`config.mk`:
```
export PLATFORM = sky130hd
export DESIGN_NAME = mem_slice
export DESIGN_NICKNAME = d
export VERILOG_FILES = /design/src/rtl/mem_slice.sv
export SDC_FILE = /design/constraint.sdc
export NUM_CORES = 1
export LEC_CHECK = 0
export CELL_PAD_IN_SITES_DETAIL_PLACEMENT = 0
export CELL_PAD_IN_SITES_GLOBAL_PLACEMENT = 1
export CORE_MARGIN = 1.5
export CORE_UTILIZATION = 36
export CTS_BUF_LIST = sky130_fd_sc_hd__clkbuf_8 sky130_fd_sc_hd__clkbuf_16
export DETAILED_ROUTE_END_ITERATION = 12
export PLACE_DENSITY_LB_ADDON = 0.1
export SLEW_MARGIN = 20
export SYNTH_ARGS = -nofsm -noshare
export SYNTH_HDL_FRONTEND = slang
export SYNTH_SLANG_ARGS = --single-unit
```
`constraint.sdc`:
```
create_clock -name clk -period 6.4 [get_ports clk]
set_clock_uncertainty 0.15 [all_clocks]
set_input_delay 1.28 -clock clk [delete_from_list [all_inputs] [get_ports clk]]
set_output_delay 1.28 -clock clk [all_outputs]
set_load 0.02 [all_outputs]
```
`src/rtl/mem_slice.sv`:
```
// rtl/mem_slice.sv - MEM stage of the 16-bit 5-stage CPU: EX/MEM reg, flags, branch resolve, dmem FSM, MEM/WB reg
//
// Purpose:
//   Sits directly after EX. Holds the EX/MEM pipeline register, the
//   architectural flag register, resolves branches against those flags,
//   runs the data-memory request/ready handshake and feeds the MEM/WB
//   register read by writeback. Stalls the front of the pipe while a
//   memory access waits for ready, and squashes younger work on a taken
//   branch.
//
// Optional build macro:
//   DMEM_TIMEOUT_EN - abort a memory access that has waited TIMEOUT cycles,
//                     complete it with read data 0 and set sticky mem_err.
//                     Without it an access waits forever and mem_err is 0.
//
// Ports:
//   clk, rst                        clock, asynchronous active-high reset
//   ex_valid, addr, data, result    EX stage instruction, address, store data, ALU result
//   flags, set_flags                {zr,neg,ov} from ALU and its update enable
//   PCbranch, bcond                 branch target and condition code
//   rd_in, WB, M                    dest reg, {RegWrite,MemToReg}, {Branch,MemRead,MemWrite}
//   dmem_req/we/addr/wdata          data memory request side
//   dmem_rdata, dmem_ready          data memory response side
//   stall                           freeze PC, IF/ID, ID/EX
//   take_branch, branch_target      PC redirect and squash
//   flag_q                          architectural flags
//   wb_valid, wb_rd, wb_ctl, wb_data MEM/WB register
//   mem_err                         sticky access-abort flag
module mem_slice #(
  parameter int DATA_W  = 16,
  parameter int TIMEOUT = 16
) (
  input  logic              clk,
  input  logic              rst,
  input  logic              ex_valid,
  input  logic [DATA_W-1:0] addr,
  input  logic [DATA_W-1:0] data,
  input  logic [DATA_W-1:0] result,
  input  logic [2:0]        flags,
  input  logic              set_flags,
  input  logic [DATA_W-1:0] PCbranch,
  input  logic [2:0]        bcond,
  input  logic [3:0]        rd_in,
  input  logic [1:0]        WB,
  input  logic [2:0]        M,
  output logic              dmem_req,
  output logic              dmem_we,
  output logic [DATA_W-1:0] dmem_addr,
  output logic [DATA_W-1:0] dmem_wdata,
  input  logic [DATA_W-1:0] dmem_rdata,
  input  logic              dmem_ready,
  output logic              stall,
  output logic              take_branch,
  output logic [DATA_W-1:0] branch_target,
  output logic [2:0]        flag_q,
  output logic              wb_valid,
  output logic [3:0]        wb_rd,
  output logic [1:0]        wb_ctl,
  output logic [DATA_W-1:0] wb_data,
  output logic              mem_err
);

  localparam logic [0:0] ST_IDLE = 1'b0;
  localparam logic [0:0] ST_WAIT = 1'b1;

  // EX/MEM register
  logic              em_valid;
  logic [DATA_W-1:0] em_addr;
  logic [DATA_W-1:0] em_data;
  logic [DATA_W-1:0] em_result;
  logic [DATA_W-1:0] em_PCbranch;
  logic [2:0]        em_bcond;
  logic [3:0]        em_rd;
  logic [1:0]        em_WB;
  logic [2:0]        em_M;

  logic [0:0]        state_q;
  logic              done_q;     // access in EX/MEM already finished by abort
  logic              mem_op;
  logic              cond_ok;
  logic [DATA_W-1:0] load_data;

  // Field aliases: em_M = {Branch,MemRead,MemWrite}, em_WB = {RegWrite,MemToReg}
  logic em_branch, em_mem_read, em_mem_write, em_mem_to_reg;
  assign em_branch     = em_M[2];
  assign em_mem_read   = em_M[1];
  assign em_mem_write  = em_M[0];
  assign em_mem_to_reg = em_WB[0];

  // flag_q = {zr,neg,ov}
  always_comb begin
    cond_ok = 1'b0;
    case (em_bcond)
      3'b000:  cond_ok = !flag_q[2];
      3'b001:  cond_ok = flag_q[2];
      3'b010:  cond_ok = !flag_q[2] && !flag_q[1];
      3'b011:  cond_ok = flag_q[1];
      3'b100:  cond_ok = flag_q[2] || !flag_q[1];
      3'b101:  cond_ok = flag_q[2] || flag_q[1];
      3'b110:  cond_ok = flag_q[0];
      default: cond_ok = 1'b1;
    endcase
  end

  assign take_branch   = em_valid && em_branch && cond_ok;
  assign branch_target = em_PCbranch;

  assign mem_op     = em_valid && (em_mem_read || em_mem_write);
  assign dmem_req   = mem_op && !done_q;
  assign dmem_we    = em_mem_write;
  assign dmem_addr  = em_addr;
  assign dmem_wdata = em_data;
  assign stall      = dmem_req && !dmem_ready;

  // An aborted access completes with zero read data.
  assign load_data = done_q ? '0 : dmem_rdata;

  // EX/MEM capture and flags
  always_ff @(posedge clk or posedge rst) begin
    if (rst) begin
      em_valid    <= 1'b0;
      em_addr     <= '0;
      em_data     <= '0;
      em_result   <= '0;
      em_PCbranch <= '0;
      em_bcond    <= '0;
      em_rd       <= '0;
      em_WB       <= '0;
      em_M        <= '0;
      flag_q      <= '0;
    end else if (!stall) begin
      if (take_branch) begin
        em_valid <= 1'b0;
      end else begin
        em_valid    <= ex_valid;
        em_addr     <= addr;
        em_data     <= data;
        em_result   <= result;
        em_PCbranch <= PCbranch;
        em_bcond    <= bcond;
        em_rd       <= rd_in;
        em_WB       <= WB;
        em_M        <= M;
        if (ex_valid && set_flags)
          flag_q <= flags;
      end
    end
  end

  // MEM/WB capture; a stall inserts a bubble while the access waits
  always_ff @(posedge clk or posedge rst) begin
    if (rst) begin
      wb_valid <= 1'b0;
      wb_rd    <= '0;
      wb_ctl   <= '0;
      wb_data  <= '0;
    end else if (stall) begin
      wb_valid <= 1'b0;
    end else begin
      wb_valid <= em_valid;
      wb_rd    <= em_rd;
      wb_ctl   <= em_WB;
      wb_data  <= em_mem_to_reg ? load_data : em_result;
    end
  end

`ifdef DMEM_TIMEOUT_EN
  logic [7:0] wait_cnt;
  logic       mem_err_q;

  always_ff @(posedge clk or posedge rst) begin
    if (rst) begin
      state_q   <= ST_IDLE;
      wait_cnt  <= '0;
      done_q    <= 1'b0;
      mem_err_q <= 1'b0;
    end else begin
      // done_q only lives until the aborted instruction leaves EX/MEM
      if (!stall)
        done_q <= 1'b0;
      case (state_q)
        ST_IDLE: begin
          wait_cnt <= '0;
          if (dmem_req && !dmem_ready)
            state_q <= ST_WAIT;
        end
        default: begin
          if (dmem_ready) begin
            state_q  <= ST_IDLE;
            wait_cnt <= '0;
          end else if (wait_cnt == 8'(TIMEOUT - 1)) begin
            state_q   <= ST_IDLE;
            wait_cnt  <= '0;
            done_q    <= 1'b1;
            mem_err_q <= 1'b1;
          end else begin
            wait_cnt <= wait_cnt + 8'd1;
          end
        end
      endcase
    end
  end

  assign mem_err = mem_err_q;
`else
  always_ff @(posedge clk or posedge rst) begin
    if (rst) begin
      state_q <= ST_IDLE;
    end else begin
      case (state_q)
        ST_IDLE: if (dmem_req && !dmem_ready) state_q <= ST_WAIT;
        default: if (dmem_ready) state_q <= ST_IDLE;
      endcase
    end
  end

  assign done_q  = 1'b0;
  assign mem_err = 1'b0;
`endif

endmodule

```
=== Yosys cells after proc, flatten, opt, wreduce, memory -nomap -nowiden ===
Index checks and enable logic that the tools add are counted.

* Equal/unequal tests: 6
* Bitwise operators: 2
* Reduce and logical (&&, ||, !) cells: 15
* Multiplexer cells: 4

{| class="wikitable"
|+ Operator list
! operator !! count
|-
| 16-bit 2-to-1 mux || 1
|-
| 3-bit == test (second input constant) || 3
|-
| 1-bit one-hot mux with 7 select lines || 1
|-
| 3-bit by 2-bit == test with 1-bit output (second input constant) || 2
|-
| 1-bit logical AND || 6
|-
| 3-bit by 1-bit == test with 1-bit output (second input constant) || 1
|-
| 1-bit logical NOT || 3
|-
| 3-bit logical NOT || 1
|-
| 1-bit logical OR || 3
|-
| 3-bit AND reduction || 1
|-
| 1-bit 2-to-1 mux || 2
|-
| 1-bit NOT || 2
|-
| 2-bit AND reduction || 1
|}

* Register bits after elaboration: 103
* Output and inout port bits: 79
* Logic and storage cells: 41
* Input bits: 100

=== Longest topological paths before layout ===
* Depth in word-level cells: 6
* Depth in mapped cells: 7
* Gate-level depth less buffers: 5

=== Worst setup path after synthesis ===
No wires, ideal clock.

* Path type: input to output
* From: input dmem_ready
* To: output stall
* Setup slack: 2.966 ns
* Stages: 2
* Buffers on the path: 1
* Arrival: 2.004 ns
* Data required time: 4.970 ns
* Cell sequence: nor2_1 > clkbuf_1

* Cells in the longest elaborated chain, start to end: 2

{| class="wikitable"
|+ RTL lines
! what !! line !! text
|-
| from (decl) || 51 || <nowiki>input logic dmem_ready,</nowiki>
|-
| 1-bit logical NOT || -- ||
|-
| 1-bit logical AND || -- ||
|-
| to (decl) || 52 || <nowiki>output logic stall,</nowiki>
|}

Every way passes these cells.

=== Worst setup path in the final report ===
Ends and elaborated chain as after synthesis.

==> results by group <==
Setup path
  – Number of cell instances on the worst register-to-register path: 6
  – FF-to-FF setup slack: roughly 3.4 ns
  – Worst Setup Path Type: in2out
  – Critical path data arrival time: approximately 3 ns
  – Startpoint kind of the worst setup timing path: input port
  – Crit path required time: 4.97 ns
  – Capturing point of the worst reg2reg path: dmem_addr[14]
  – Crit path max fanout: 43
  – Crit end category: primary output
  – Critical R2R Launch: em_M[0]

Yosys
  – Sequential area share after synthesis: 60.36%
  – Count of unique library cells instantiated by Yosys: 24
  – Count of state elements after synthesis: slightly above 100
  – Post-synthesis instance area: approximately 4300 sq um
  – Cell taking the most area after synthesis: dfrtp_1
  – Async set-or-reset flop fraction in the synthesized netlist: 100.0%
  – Biggest area contributors in the synthesized netlist: dfrtp_1 (60%), mux2_4 (18%), mux2_2 (9.0%), mux2i_1 (3.8%), o21ai_0 (2.2%)
  – Syn Area/Cell: about 16 sq um
  – Most frequent cell after synthesis: dfrtp_1
  – Nets in the synthesized netlist: roughly 380
  – Portion of synthesized cell area occupied by the leading cell type: 60.36%
  – Number of enable-type register cells in the synthesized netlist: 0
  – Most frequent cells after synthesis: dfrtp_1 (103), mux2_4 (50), mux2_2 (34), o21ai_0 (19), nand2_1 (18)
  – Synth Instances: 275
  – Main flop type after synthesis: dfrtp_1
  – Synthesis Warnings: 0

Clock tree
  – Post-CTS Setup Inserts: 0
  – Clk pin slew, worst setup/hold paths: about 0.060 ns
  – Num CTS Buffers: 9
  – Post-cts sizing count: 0
  – Clock tree from TritonCTS: yes
  – Number of clock sinks seen by CTS: just over 100
  – Buffer cell driving the clock tree root: clkbuf_16
  – Buffers from clock root to sink, at most: 2
  – Later-pin clock latency in the skew report: around 0.35 ns
  – Hold bufs inserted after CTS: 0
  – CTS H-tree lvls: 3

Timing
  – Count of endpoints failing hold in the final timing report: 0
  – Unrepaired setup endpoints after global routing: no
  – Number of max-slew violations in the final report: 0
  – Actual transition at the worst max-transition pin: 0.9634 ns
  – Setup slack of the critical path after layout: 1.977 ns
  – Min cycle time layout: between 4 and 5 ns
  – Slew HR: 35.78%
  – Final period utilization: between 60% and 70%
  – F_max: about 230 MHz
  – Count of final setup violators: 0
  – Setup_tns: 0 ns

Power and ir drop
  – Clock share of power: 15.4%
  – Areal power density over the cells: between 500 and 600 nW/um^2
  – Switching part of the total: approximately a third
  – Cell internal power dissipation: ~0.0024 W
  – Static leakage: 2.836 nW
  – Relative contribution of combinational cells to total power: 51.4%
  – Worst voltage drop across the vdd grid: between 0.0002 and 0.0003 V
  – NetSw: roughly 0.0013 W
  – Sequential share of power: 33.2%

Floorplan
  – Number of I/O pins: around 180
  – Die width: between 100 and 150 um
  – Number of placement rows: 39
  – Total Die Area: about 13000 sq um
  – Core Box Area: roughly 12000 sq um
  – Initial core utilization: 37.08%
  – Overall die height: about 110 um

Global routing
  – Number of antenna violations at the first check in global routing: 0
  – Final global-route overflow total: 0
  – Largest net degree at the start of global routing: 60
  – First-pass GRT wire length: 15700 um
  – Tot GR Track Use: about 16%
  – Via count of the first global-routing pass: 2977

Route
  – Via count of the routed design: between 2000 and 3000
  – Routed wire length: approximately 9500 um
  – Routed wirelength normalized by instance count: ~16 um
  – First-pass DRT Iterations: 11
  – Number of violations reported at the end of detailed-routing iteration 0: roughly 130
  – Post-DRT Antenna Nets: 0
  – Post-route DRC: 10
  – Detail-routed via count per cell: ~4.6

Final layout
  – Antenna diode count: 0
  – Fin nets: between 500 and 600
  – Synth-to-Final Area Change: 51.63%
  – Fraction of layout cells with a size suffix above 1: between 20% and 30%
  – Fill count: 970
  – Number of cells in the finished layout apart from fillers: approximately 600

Placement
  – HPWL after detailed placement: between 6000 and 7000 um
  – Placed cell count: approximately 580
  – Worst slack at placement: around 2.0 ns
  – I/O Buffers: 177
  – Final weighted congestion in routability-driven placement: about 0.69

Outcome
  – Run status: complete, but fails checks
  – Failing checks: design-rule violations

Min path
  – Worst min-delay path class: reg2reg
  – Number of cells on the worst hold path: 2
  – Hold path startpoint: wb_data[1]
  – Hold-critical path endpoint: wb_data[1]

Run
  – Maximum Capacitance Violations: 0
critical path, stage by stage:
cell	delay [ns]
clkdlybuf4s50_1	0.48
nor2_4	0.12
buf_4	0.40
clkdlybuf4s50_1	0.69
placed cells by master, fill, tap and decap left out, types with 2 or more instances in the layout:
cell type	synthesis	final
clkinv_2	0	2
inv_1	3	3
dfrtp_1	103	103
clkdlybuf4s50_1	0	177
o21ai_0	19	19
mux2_2	34	34
clkbuf_16	0	9
a211oi_1	2	2
mux2i_1	16	16
buf_4	1	2
clkbuf_8	0	3
nand2_1	18	18
nor2b_1	5	5
mux2_4	50	50
registers in the layout (all words and copies together) (netlist names):
signal	count
branch_target	16
dmem_addr	16
dmem_wdata	16
em_M	3
em_WB	2
em_bcond	3
em_rd	4
em_result	16
em_valid	1
flag_q	3
wb_ctl	2
wb_data	16
wb_rd	4
wb_valid	1
area by class of cell:
| class | count | area [sq um] | area share [%] |
|---|---|---|---|
| flip-flops and latches | 103 | 2577 | 39.81 |
| repair buffers | 180 | 1807 | 27.90 |
| multi-input cells | 154 | 1588 | 24.52 |
| clock buffers | 12 | 266.5 | 4.116 |
| well taps | 143 | 178.9 | 2.763 |
| clock inverters | 4 | 43.79 | 0.6763 |
| inverters | 3 | 13.76 | 0.2126 |
metal layers:
metal,vias up,global-route usage [%],routed length (um)
li1,1312,-,-
met1,1356,19.98,4009
met2,90,26.58,4654
met3,12,6.097,686
met4,0,5.983,168
met5,-,0,0
power groups by stage:
| stage | combinational [W] | sequential [W] | clock, W |
|---|---|---|---|
| 3_3_place_gp | 0.00187 | 0.00121 | 0 |
| 4_1_cts | 0.00190 | 0.00121 | 0.000582 |
| 2_1_floorplan | 0.000925 | 0.00147 | 0 |
| 5_1_grt | 0.00198 | 0.00126 | 0.000605 |
| 6_report | 0.00187 | 0.00120 | 0.000560 |
| 3_5_place_dp | 0.00189 | 0.00122 | 0 |
worst max path at each step:
stage          startpoint               end  slack [ns]  cells after the start
6_report       dmem_ready             stall        1.98                      4
5_1_grt        dmem_ready             stall        1.90                      4
4_1_cts        dmem_ready             stall        1.96                      4
3_5_place_dp   dmem_ready             stall        1.96                      4
3_3_place_gp   dmem_ready             stall        1.99                      4
2_1_floorplan         rst  branch_target[0]        2.27                      1
stage by stage:
step           area [sq um]  util (%)  hold WS (ns)  total power, W
6_report               6475     56.23        0.3288        0.003629
4_1_cts                6475     56.23        0.3354        0.003691
3_3_place_gp           6165     53.53        0.3113        0.003076
2_1_floorplan          4270         -        0.3264        0.002392
3_5_place_dp           6165     53.53        0.3204        0.003104
5_1_grt                6475     56.23        0.3633        0.003843
cell families after synthesis:
| family | count (synthesis) | share of synthesized area, % |
|---|---|---|
| DFF | 103 | 60.36 |
| muxes | 100 | 30.30 |
| and+or+nand+nor | 27 | 2.989 |
| AOI/OAI and AO/OA | 26 | 3.457 |
| buffers and inverters | 18 | 2.812 |
| other | 1 | 0.08781 |
No activity file was read; power rests on OpenSTA's default activity.
